--- src/rtl/cdb_arbiter.sv ---
// cdb_arbiter: registered round-robin arbiter and broadcast stage for the
// common data bus. Requesters 0..3 are ALU, multiplier, divider, load/store.
// The grant (requireAC) is combinational in the request cycle; the broadcast
// (BCEN/BCdata/BClabel/grant_idx) comes from flops one cycle later.
// Optional macro CDB_FIXED_PRIO_EN: ties the search pointer to 0, giving
// fixed priority with index 0 highest.
module cdb_arbiter #(
    parameter int N_REQ   = 4,
    parameter int DATA_W  = 32,
    parameter int LABEL_W = 4
) (
    input  logic                       clk,
    input  logic                       nRST,
    input  logic [N_REQ-1:0]           require,
    input  logic [N_REQ*DATA_W-1:0]    data_in,
    input  logic [N_REQ*LABEL_W-1:0]   label_in,
    output logic [N_REQ-1:0]           requireAC,
    output logic                       BCEN,
    output logic [DATA_W-1:0]          BCdata,
    output logic [LABEL_W-1:0]         BClabel,
    output logic [1:0]                 grant_idx
);

    localparam int PTR_W = 2;

    logic [PTR_W-1:0]   ptr;
    logic [N_REQ-1:0]   eligible;
    logic               win_valid;
    logic [PTR_W-1:0]   win_idx;
    logic [PTR_W-1:0]   cand;
    logic [DATA_W-1:0]  win_data;
    logic [LABEL_W-1:0] win_label;

    // Index base+off wrapped modulo the number of requesters.
    function automatic logic [PTR_W-1:0] wrap_idx(input logic [PTR_W-1:0] base,
                                                  input int off);
        int sum;
        sum = (int'(base) + off) % N_REQ;
        return sum[PTR_W-1:0];
    endfunction

    // A request carrying label 0 has no producer tag and is never eligible.
    always_comb begin
        eligible = '0;
        for (int i = 0; i < N_REQ; i++) begin
            eligible[i] = require[i] && (label_in[i*LABEL_W +: LABEL_W] != '0);
        end
    end

    // Search upward from ptr; the first eligible requester wins.
    always_comb begin
        win_valid = 1'b0;
        win_idx   = '0;
        cand      = '0;
        requireAC = '0;
        for (int k = 0; k < N_REQ; k++) begin
            cand = wrap_idx(ptr, k);
            if (!win_valid && eligible[cand]) begin
                win_valid = 1'b1;
                win_idx   = cand;
            end
        end
        if (win_valid) begin
            requireAC[win_idx] = 1'b1;
        end
    end

    assign win_data  = data_in[int'(win_idx)*DATA_W +: DATA_W];
    assign win_label = label_in[int'(win_idx)*LABEL_W +: LABEL_W];

`ifdef CDB_FIXED_PRIO_EN
    assign ptr = '0;
`else
    // Rotate the pointer past the winner so every requester gets a turn.
    always_ff @(posedge clk or negedge nRST) begin
        if (!nRST) begin
            ptr <= '0;
        end else if (win_valid) begin
            ptr <= wrap_idx(win_idx, 1);
        end
    end
`endif

    // Register the winner's result onto the CDB; hold payload when idle.
    always_ff @(posedge clk or negedge nRST) begin
        if (!nRST) begin
            BCEN      <= 1'b0;
            BCdata    <= '0;
            BClabel   <= '0;
            grant_idx <= '0;
        end else begin
            BCEN <= win_valid;
            if (win_valid) begin
                BCdata    <= win_data;
                BClabel   <= win_label;
                grant_idx <= win_idx;
            end
        end
    end

endmodule

--- config.mk ---
export PLATFORM = sky130hd
export DESIGN_NAME = cdb_arbiter
export DESIGN_NICKNAME = d
export VERILOG_FILES = /design/src/rtl/cdb_arbiter.sv
export SDC_FILE = /design/constraint.sdc
export NUM_CORES = 1
export LEC_CHECK = 0
export BUFFER_PORTS_ARGS = -buffer_cell sky130_fd_sc_hd__buf_4
export CORE_ASPECT_RATIO = 1.5
export CORE_MARGIN = 3
export CORE_UTILIZATION = 35
export CTS_BUF_LIST = sky130_fd_sc_hd__clkbuf_8
export CTS_CLUSTER_DIAMETER = 200
export CTS_CLUSTER_SIZE = 24
export DETAILED_ROUTE_END_ITERATION = 8
export GPL_TIMING_DRIVEN = 0
export PLACE_DENSITY = 0.7
export SLEW_MARGIN = 10
export SYNTH_ARGS = -nofsm -noshare
export SYNTH_HDL_FRONTEND = slang
export SYNTH_SLANG_ARGS = --single-unit
--- constraint.sdc ---
create_clock -name clk -period 6.26 [get_ports clk]
set_input_delay 1.252 -clock clk [delete_from_list [all_inputs] [get_ports clk]]
set_output_delay 1.252 -clock clk [all_outputs]
set_load 0.005 [all_outputs]
==> metrics.cfg, run 1 <==
[timing]
timing.final.crit_share=0.7174
skew_ns=0.008510
setup_viol=0
final-hold-violation-count=0
worst_slew_pin_slew_ns=0.6028
period_minus_slack_ns=4.491
clock.fmax_mhz=222.7
final-max-slew-violation-count=0
rsz0062_at_grt=false
tns_ns=0
timing.slew.headroom=0.5929
holdWs_ns=0.4827

[routing]
ant_nets=0
drc=0
via_count=2743
drt-initial-drc-count=82
drtPass1Iterations=4
routed_wl_um=9172
vias_per_cell=5.052
wl_per_cell_um=16.89

[clock_tree]
cts_tree=built
clockBufferDepth=2
hold_buffers=0
clk_latency_ns=0.29
clock-sinks=41
postCtsSetupRepairBufs=0
cts-resized-gates=0
cts_buffers=5
root_buffer=clkbuf_8
cts.clk_slew.worst_paths_ns=0.08
h-tree-depth=2

[die]
die_area_um2=9074
die_h_um=115.2
floorplan.initialDensity=0.3631
die_w_um=78.79
rows=39
pin_count=193
fp.coreArea_um2=7661

[synth]
synth_area_per_cell_um2=11.49
synth_async_sr_flop_share=1.000
muxShareOfSynthArea=0.2632
synth_area_leader_cell=dfrtp_1
ys_top_cells_by_area=dfrtp_1 (37%), mux2i_1 (26%), a221oi_2 (14%)
syn-cell-area_um2=2781
yosysWarnings=0
synthAdderAreaFrac=0.01799
synth_common_cells=mux2i_1 (72), dfrtp_1 (41), nor2_1 (34)
synth_nets=396
synth_most_common_cell=mux2i_1
synth.distinct_cells=27
synth_edf_count=0
ys.flop_type=dfrtp_1
synth_top_family_by_area=multiplexers
synth.top_cell.area_share=0.3689
synth_compound_area_frac=0.2186
synth-seq-cells=41
syn_inst=242
synthSimpleGateAreaFrac=0.07782
synth-seq-area-share=0.3689
synth-xor-area-share=0

[hold_path]
hold_path_startpoint=grant_idx[1]
hold_path_class=register to register

[final_layout]
n_fill_cell=693
drive_gt1_frac=0.5510
nets=595
syn_to_final_growth_pct=59.51
n_antenna_cell=0
instances_no_fill=543

[placement]
dp_hpwl_um=7385
portBuffers=192
dp.cells=536
gp_congestion=0.7671

[power_and_ir_drop]
power_uw=1420
ir_drop_v=0.0002275
power.density_nw_per_um2=320.1
leakage_uw=0.002242

[global_routing]
antenna_found_initial=0
grt_max_degree=42
first_global_vias=2926
grt-ovfl-total=0
gr-usage-all-layers=0.1983
grt_first_pass_wirelength_um=14300

[worst_setup_path]
critPathArrivalTime_ns=3.24
path_class=primary input to output pin
crit_path_start=label_in[8]
r2r_start=ptr[1]
cp-end-kind=output pin
path_cells=buf_4, o41ai_1, nand2_1, nor2_1, inv_1, clkbuf_1, buf_1, and2_1, buf_4
crit_top_cell=buf_4
slowest_delay_ns=0.61
cp_slowest_cell=o41ai_1
start_kind=primary input
required_ns=5.01
path_max_fanout=10

[run_status]
outcome=finished clean

[job]
maxCapViolCount=0

## path summary, 6_finish.rpt
kind	to	slack, ns	cells after the start
max	requireAC[3]	1.77	9
min	grant_idx[1]	0.48	2
min reg2reg	grant_idx[1]	0.48	2
max reg2reg	ptr[1]	4.22	8
min in group asynchronous	BCdata[18]	0.94	1
max in group asynchronous	ptr[1]	4.93	1
## final cells by class
| type | count | area, um^2 | area share |
|---|---|---|---|
| sequential | 41 | 1026 | 0.2312 |
| tap | 102 | 127.6 | 0.02876 |
| clock inverter | 1 | 3.754 | 0.0008460 |
| buffer | 19 | 137.6 | 0.03102 |
| clock buffer | 6 | 82.58 | 0.01861 |
| multi-input combinational | 179 | 1607 | 0.3621 |
| inverter | 3 | 11.26 | 0.002538 |
| timing repair buffer | 192 | 1441 | 0.3249 |
## sequential cells by signal, indices dropped and copies added, names as in the netlist
register   cells
BCEN           1
BCdata        32
BClabel        4
grant_idx      2
ptr            2
## kinds of logic (layout without fill, tap and decap cells)
logic type / Yosys count / count (layout)
multiplexers: 73 / 73
AND/OR/NAND/NOR: 55 / 55
AO/OA/AOI/OAI: 47 / 47
flip-flops: 41 / 41
adder cells (fa/ha/maj): 4 / 4
buffers and inverters: 22 / 221
## cell usage in the layout (no fill, tap or decap)
cell	netlist	final
a21boi_0	1	1
a221oi_1	4	4
a221oi_2	26	26
a31o_1	1	1
and2_1	4	4
buf_1	1	1
buf_12	1	1
buf_2	7	7
buf_4	3	195
buf_6	4	4
clkbuf_1	3	3
clkbuf_8	0	6
dfrtp_1	41	41
ha_1	4	4
inv_1	3	4
mux2_1	1	1
mux2i_1	72	72
nand2_1	17	17
nor2_1	34	34
o21a_1	1	1
o21bai_1	1	1
o221a_2	1	1
o221ai_1	6	6
o2bb2ai_2	1	1
o41a_1	1	1
o41ai_1	2	2
o41ai_2	1	1
o41ai_4	1	1
## critical path, delay by kind of cell
kind            cells  cell delay, ns
compound gates      1            0.61
simple gates        3            0.54
buf+inv             5            0.83
## where the power goes
group | internal (uW) | switching, uW | leakage, uW
clock network | 86.1 | 92.2 | 0.0000485
logic | 440 | 356 | 0.00173
registers | 377 | 69.0 | 0.000468
## stage by stage
| step | area [um^2] | util | worst slack, ns |
|---|---|---|---|
| 6_report | 4437 | 0.5791 | 1.769 |
| 5_1_grt | 4437 | 0.5791 | 1.601 |
| 4_1_cts | 4437 | 0.5791 | 1.742 |
| 3_5_place_dp | 4350 | 0.5679 | 1.755 |
| 3_3_place_gp | 4350 | 0.5679 | 1.813 |
| 2_1_floorplan | 2781 | - | 2.297 |
## layer usage
metal | track usage | routed length [um] | share of wire
met1 | 0.2187 | 3436 | 0.37
met2 | 0.3812 | 4902 | 0.53
met3 | 0.04075 | 666 | 0.073
met4 | 0.05018 | 167 | 0.018
met5 | 0 | 0 | 0
Note: power is estimated with default switching activity, not from simulation.
==> run 2: changes to the inputs <==
--- a/config.mk
+++ b/config.mk
@@ -5,6 +5,7 @@
 export SDC_FILE = /design/constraint.sdc
 export NUM_CORES = 1
 export LEC_CHECK = 0
+export ABC_AREA = 1
 export BUFFER_PORTS_ARGS = -buffer_cell sky130_fd_sc_hd__buf_4
 export CORE_ASPECT_RATIO = 1.5
 export CORE_MARGIN = 3
@@ -14,7 +15,7 @@
 export CTS_CLUSTER_SIZE = 24
 export DETAILED_ROUTE_END_ITERATION = 8
 export GPL_TIMING_DRIVEN = 0
-export PLACE_DENSITY = 0.7
+export PLACE_DENSITY = 0.67
 export SLEW_MARGIN = 10
 export SYNTH_ARGS = -nofsm -noshare
 export SYNTH_HDL_FRONTEND = slang
==> constraint.sdc (replaced) <==
create_clock -name clk -period 4.09 [get_ports clk]
set_input_delay 0.818 -clock clk [delete_from_list [all_inputs] [get_ports clk]]
set_output_delay 0.818 -clock clk [all_outputs]
set_load 0.005 [all_outputs]
==> run 2 against run 1 <==
Combinational power rose to 4.8 times the previous value. Clock power rose by 90%. Cell count rose by 76%. Sequential cell count did not move. Area after synthesis rose by 30%. Setup slack got worse by 1.5 ns. Non-clock buffer count rose by 17. Die area rose by 28%. Sequential share of layout area fell by 3.8 points. Wire length rose by 40%. Sequential power rose by 78%. Clock skew fell by 0.0056 ns. Highest routed layer unchanged.
==> metrics.cfg, run 2 <==
[clock_tree]
postCtsSetupRepairBufs=0  ; unchanged
cts-resized-gates=0  ; unchanged
cts.clk_slew.worst_paths_ns=0.08  ; about the same
root_buffer=clkbuf_8
clk_latency_ns=0.30  ; about the same
cts_tree=built
h-tree-depth=2  ; unchanged
cts_buffers=5  ; unchanged
clockBufferDepth=2  ; unchanged
clock-sinks=41  ; unchanged
hold_buffers=0  ; unchanged

[routing]
vias_per_cell=4.733  ; -6.3%
drc=0  ; unchanged
drt-initial-drc-count=147  ; +79%
drtPass1Iterations=4  ; unchanged
routed_wl_um=12880  ; +40%
wl_per_cell_um=13.50  ; -20%
via_count=4515  ; +65%
ant_nets=0  ; unchanged

[die]
die_area_um2=11600  ; +28%
floorplan.initialDensity=0.3666  ; +0.003499
die_h_um=130.4  ; +13%
fp.coreArea_um2=9854  ; +29%
rows=44  ; +13%
pin_count=193  ; unchanged
die_w_um=88.95  ; +13%

[worst_setup_path]
start_kind=primary input
required_ns=3.27  ; -1.74 ns
cp_slowest_cell=buf_2
slowest_delay_ns=0.26  ; -0.35 ns
crit_top_cell=nand2_1
crit_family=simple AND/OR/NAND/NOR gates
path_cells=buf_4, nor2_1, nand2_1, nand3_1, nand2_1, nand2_1, nand2_1, a21oi_1, nand2_1, nand2_2, buf_6, buf_2, inv_1, ha_1, inv_1, nor2_1, buf_4
path_class=primary input to output pin
cp.buffers_inverters=6  ; +1
cp-end-kind=output pin
crit_path_start=label_in[11]
path_max_fanout=11  ; +1
critPathArrivalTime_ns=3.02  ; -0.22 ns
r2r_start=ptr[1]

[timing]
timing.final.crit_share=0.9376
tns_ns=0  ; unchanged
rsz0062_at_grt=false
clock.fmax_mhz=260.8
worst_slew_pin_slew_ns=0.5403  ; -0.06248 ns
skew_ns=0.002871  ; -0.005638 ns
final-max-slew-violation-count=0  ; unchanged
timing.slew.headroom=0.6398  ; +0.04691
final-hold-violation-count=0  ; unchanged
period_minus_slack_ns=3.835
setup_viol=0  ; unchanged

[synth]
synth.top_cell.area_share=0.2840  ; -0.08484
synth-xor-area-share=0  ; unchanged
synth_compound_area_frac=0.02078  ; -0.1978
synth_edf_count=0  ; unchanged
syn-cell-area_um2=3612  ; +30%
synth_top_family_by_area=simple AND/OR/NAND/NOR gates
synthAdderAreaFrac=0.01386  ; -0.004138
ys_top_cells_by_area=dfrtp_1 (28%), nand2_1 (23%), nand3_1 (20%)
synth_async_sr_flop_share=1.000  ; unchanged
synth_most_common_cell=nand2_1
synth_area_leader_cell=dfrtp_1
synth.distinct_cells=20  ; -26%
synth-seq-area-share=0.2840  ; -0.08484
yosysWarnings=0  ; unchanged
muxShareOfSynthArea=0  ; -0.2632
syn_inst=639  ; +160%
synthSimpleGateAreaFrac=0.4787  ; +0.4009
synth_nets=793  ; +100%
ys.flop_type=dfrtp_1
synth_common_cells=nand2_1 (224), nand3_1 (146), inv_1 (137)
synth_area_per_cell_um2=5.653  ; -51%
synth-seq-cells=41  ; unchanged

[power_and_ir_drop]
p_int_uw=2335  ; +160%
power.density_nw_per_um2=929.3  ; +190%
power_uw=4937  ; +250%
p_clk_frac=0.069  ; -0.056
leakage_uw=0.003367  ; +50%
combPwrFrac=0.770  ; +0.210
p_seq_frac=0.161  ; -0.153
ir_drop_v=0.0004008  ; +76%
p_sw_frac=0.5270  ; +0.1629
switching_power_uw=2602  ; +400%

[global_routing]
grt-ovfl-total=0  ; unchanged
grt_busiest_layer=met2
grt_use_met1=0.2373  ; +0.01859
gr-usage-all-layers=0.2175  ; +0.01916
use_met2=0.3911  ; +0.009908
use_met3=0.04141  ; +0.0006529
grt_first_pass_wirelength_um=19730  ; +38%
first_global_vias=4363  ; +49%
grt_max_degree=42  ; unchanged
antenna_found_initial=0  ; unchanged

[job]
maxCapViolCount=0  ; unchanged

[final_layout]
layout_commonest_cell=nand2_1
drive_gt1_frac=0.2884  ; -0.2626
n_antenna_cell=0  ; unchanged
n_fill_cell=1054  ; +52%
regArea_um2=1026  ; unchanged
multi_input_area_um2=1854  ; +15%
reg_top3=BCdata x32, BClabel x4
syn_to_final_growth_pct=47.07
nets=992  ; +67%
fin_area_um2=5313  ; +20%
final_cell_mix=nand2_1 (224), buf_4 (195), nand3_1 (146)
top_register=BCdata
largest_register_ffs=32  ; unchanged

[placement]
place_area_um2=5197  ; +19%
portBuffers=192  ; unchanged
dp_hpwl_um=10450  ; +41%
gp_congestion=0.8877  ; +16%

[run_status]
outcome=finished clean

[hold_path]
hold_path_class=primary input to async pin

[run 2: cell types whose count changed after synthesis, sizes merged, moves of 8 or more]
cell	previous run	this run
a221oi	30	0
buf	16	32
inv	3	142
mux2i	72	0
nand2	17	228
nand3	0	147
nor2	34	18
o21ai	0	8
[run 2: area by class of cell]
cell class,instances,share of cell area
multi-input cells,420,0.3490
flip-flops and latches,41,0.1931
inverters,142,0.1003
well taps,115,0.02708
plain buffers,36,0.03745
clock buffers,5,0.01295
clock inverters,3,0.008714
repair buffers,192,0.2713
[run 2: power by group through the flow]
stage	clock network (uW)	registers, uW	logic (uW)
detailed placement	0	800	3840
floorplan	0	800	2550
CTS	347	796	3840
finish	339	796	3800
global route	363	822	4380
global placement	0	797	3770
[run 2: worst reg2reg max path, stage by stage (launching register included)]
cell     delay [ns]
dfrtp_1        0.46
inv_2          0.14
nand2_1        0.07
nand2_2        0.10
inv_2          0.04
nand3_1        0.09
nand2_2        0.10
a21oi_1        0.15
nand2_1        0.19
nand2_2        0.19
buf_6          0.15
buf_2          0.26
inv_1          0.10
ha_1           0.28
nand2_1        0.07
o21ai_0        0.07
[run 2: path summary, 6_finish.rpt]
check,depth (start not counted),endpoint,slack [ns]
max,17,requireAC[3],0.26
max in group asynchronous,1,BCdata[14],3.23
max reg2reg,15,ptr[1],1.50
min,1,BCdata[26],0.48
min in group clk,2,BCdata[2],0.48
min reg2reg,2,BCdata[2],0.48
[run 2: logic make-up (layout without fill, tap and decap cells)]
| group | count (synthesis) | after routing |
|---|---|---|
| AO/OA/AOI/OAI | 15 | 15 |
| adder cells (fa/ha/maj) | 4 | 4 |
| buffers and inverters | 178 | 378 |
| flip-flops | 41 | 41 |
| AND/OR/NAND/NOR | 401 | 401 |
[run 2: per-stage QoR]
step / instances / setup slack (ns) / hold WS (ns) / utilization
after floorplan: 639 / 1.004 / 0.4724 / -
after global placement: 946 / 0.3229 / 0.4658 / 0.5274
after detailed placement: 946 / 0.2597 / 0.4667 / 0.5274
after CTS: 954 / 0.2516 / 0.4893 / 0.5391
after global routing: 954 / 0.01720 / 0.5177 / 0.5391
final: 954 / 0.2554 / 0.4836 / 0.5391
[run 2: routing by layer]
layer,wire length [um],up-vias
met1,4624,1975
met2,6646,186
li1,-,2315
met5,0,-
met3,1060,39
met4,546,0
==> run 3: changes to the inputs <==
--- a/config.mk
+++ b/config.mk
@@ -8,14 +8,13 @@
 export ABC_AREA = 1
 export BUFFER_PORTS_ARGS = -buffer_cell sky130_fd_sc_hd__buf_4
 export CORE_ASPECT_RATIO = 1.5
-export CORE_MARGIN = 3
 export CORE_UTILIZATION = 35
 export CTS_BUF_LIST = sky130_fd_sc_hd__clkbuf_8
 export CTS_CLUSTER_DIAMETER = 200
-export CTS_CLUSTER_SIZE = 24
 export DETAILED_ROUTE_END_ITERATION = 8
 export GPL_TIMING_DRIVEN = 0
 export PLACE_DENSITY = 0.67
+export SKIP_CTS_REPAIR_TIMING = 1
 export SLEW_MARGIN = 10
 export SYNTH_ARGS = -nofsm -noshare
 export SYNTH_HDL_FRONTEND = slang
==> run 3 against run 2 <==
The flow now finishes with violations (DRC). Critical path depth unchanged. Combinational power increased by 1%. Wire length decreased by 2.2%. Sequential share of layout area decreased by 0.091 points. Non-clock buffer count unchanged. Maximum frequency increased by 1.7%. Core utilization decreased by 0.95 points. Setup slack improved by 0.064 ns. Global-route usage increased by 2.0 points. Critical path type unchanged. Critical endpoint is now requireAC[1]. Largest power group unchanged. Highest routed layer unchanged.
==> metrics.cfg, run 3 (synthesis gave the netlist of run 2 again) <==
[timing]
final-max-slew-violation-count=0  ; unchanged
fin_ws_ns=0.3193  ; +0.06386 ns
setup_viol=0  ; unchanged
timing.final.crit_share=0.9219  ; -0.01561
timing.slew.headroom=0.6461  ; +0.006345
tns_ns=0  ; unchanged
rsz0062_at_grt=false
worst_slew_pin_slew_ns=0.5308  ; -0.009517 ns
clock.fmax_mhz=265.2  ; +1.7%
final-hold-violation-count=0  ; unchanged
skew_ns=0.003122  ; +0.0002507 ns
period_minus_slack_ns=3.771  ; -0.06386 ns

[worst_setup_path]
start_kind=primary input
path_max_fanout=11  ; unchanged
required_ns=3.27  ; about the same
crit_family=simple AND/OR/NAND/NOR gates
crit_top_cell=nand2_1
cp-end-kind=output pin
cp_slowest_cell=buf_2
path_class=primary input to output pin
path_cells=buf_4, nor2_1, nand2_1, nand3_1, nand2_1, nand2_1, nand2_1, a21oi_1, nand2_1, nand2_2, buf_6, buf_2, inv_1, ha_1, inv_1, nor2_1, buf_4
critPathArrivalTime_ns=2.95  ; -0.07 ns
cp.buffers_inverters=6  ; unchanged
slowest_delay_ns=0.26  ; about the same

[hold_path]
hold_path_class=primary input to async pin

[final_layout]
top_register=BCdata
reg_top3=BCdata x32, BClabel x4
syn_to_final_growth_pct=47.77
largest_register_ffs=32  ; unchanged
layout_commonest_cell=nand2_1
n_antenna_cell=0  ; unchanged
final_cell_mix=nand2_1 (224), buf_4 (195), nand3_1 (146)
nets=992  ; unchanged
drive_gt1_frac=0.2884  ; unchanged

[global_routing]
grt_first_pass_wirelength_um=20250  ; +2.6%
grt_max_degree=42  ; unchanged
antenna_found_initial=0  ; unchanged
gr-usage-all-layers=0.2371  ; +0.01966
grt_use_met1=0.2574  ; +0.02017
grt_busiest_layer=met2
use_met2=0.4469  ; +0.05579
grt-ovfl-total=0  ; unchanged
use_met3=0.03774  ; -0.003669
first_global_vias=4346  ; -0.39%

[routing]
vias_per_cell=4.715  ; -0.36%
routed_wl_um=12600  ; -2.2%
via_count=4508  ; -0.16%
ant_nets=0  ; unchanged
wl_per_cell_um=13.18  ; -2.4%
drc=12  ; +12
drtPass1Iterations=7  ; +3
drt-initial-drc-count=219  ; +49%

[die]
pin_count=193  ; unchanged
die_w_um=84.95  ; -4.5%
die_h_um=126.4  ; -3.1%
rows=45  ; +2.3%
fp.coreArea_um2=10080  ; +2.3%
floorplan.initialDensity=0.3584  ; -0.008146
die_area_um2=10740  ; -7.4%

[clock_tree]
root_buffer=clkbuf_8
clk_latency_ns=0.31  ; about the same
cts_tree=built
cts.clk_slew.worst_paths_ns=0.08  ; about the same
clockBufferDepth=2  ; unchanged
clock-sinks=41  ; unchanged
h-tree-depth=2  ; unchanged
cts_buffers=5  ; unchanged

[run_status]
violations=DRC
outcome=finished, violations left

[power_and_ir_drop]
ir_drop_v=0.0003925  ; -2.1%
leakage_uw=0.003382  ; +0.43%
power.density_nw_per_um2=945.1  ; +1.7%

[placement]
gp_congestion=0.8596  ; -3.2%
dp_hpwl_um=10020  ; -4.1%
portBuffers=192  ; unchanged
pre_cts_ws_ns=0.2784  ; +0.01875 ns

[job]
maxCapViolCount=0  ; unchanged

==> run 3: cell types whose count changed in the layout (fill, tap and decap cells not counted) <==
cell / before / now
bufinv_16: 1 / 2
clkinv_4: 1 / 0
clkinvlp_4: 1 / 0
inv_6: 0 / 1
==> run 3: final cells by class <==
class	count	area [um^2]
plain buffers	36	198.9
inverters	142	533.0
multi-input cells	420	1854
clock buffers	5	68.82
fillers	1065	4741
repair buffers	192	1441
well taps	117	146.4
clock inverters	3	68.82
flip-flops and latches	41	1026
==> run 3: path summary, 6_finish.rpt <==
check / cells past startpoint / slack (ns) / startpoint / endpoint
hold reg to reg: 2 / 0.49 / BCdata[30] / BCdata[30]
max in group asynchronous: 1 / 3.24 / nRST / grant_idx[1]
setup / recovery: 17 / 0.32 / label_in[3] / requireAC[1]
setup reg to reg: 16 / 1.52 / ptr[0] / ptr[1]
min in group clk: 2 / 0.49 / BCdata[30] / BCdata[30]
hold / removal: 1 / 0.48 / nRST / BCdata[26]
==> run 3: layer usage <==
metal  share of wire  wire (um)  vias to the layer above
met1            0.39       4949                     2003
met2            0.52       6524                      171
met3           0.059        748                       25
li1                -          -                     2309
met4           0.030        374                        0
met5               0          0                        -
==> run 3: stage by stage <==
step | power, uW | utilization | area [um^2] | instances | hold WS (ns)
2_1_floorplan | 3350 | - | 3612 | 639 | 0.4724
3_3_place_gp | 4567 | 0.5160 | 5200 | 948 | 0.4656
3_5_place_dp | 4656 | 0.5160 | 5200 | 948 | 0.4688
4_1_cts | 5073 | 0.5296 | 5338 | 956 | 0.4911
5_1_grt | 5629 | 0.5296 | 5338 | 956 | 0.5138
6_report | 5045 | 0.5296 | 5338 | 956 | 0.4813
==> run 3: where the power goes <==
| group | switching [uW] | total, uW | leakage (uW) | internal [uW] |
|---|---|---|---|---|
| registers | 131 | 798 | 0.000481 | 668 |
| logic | 2360 | 3840 | 0.00283 | 1480 |
| clock network | 159 | 405 | 0.0000687 | 246 |
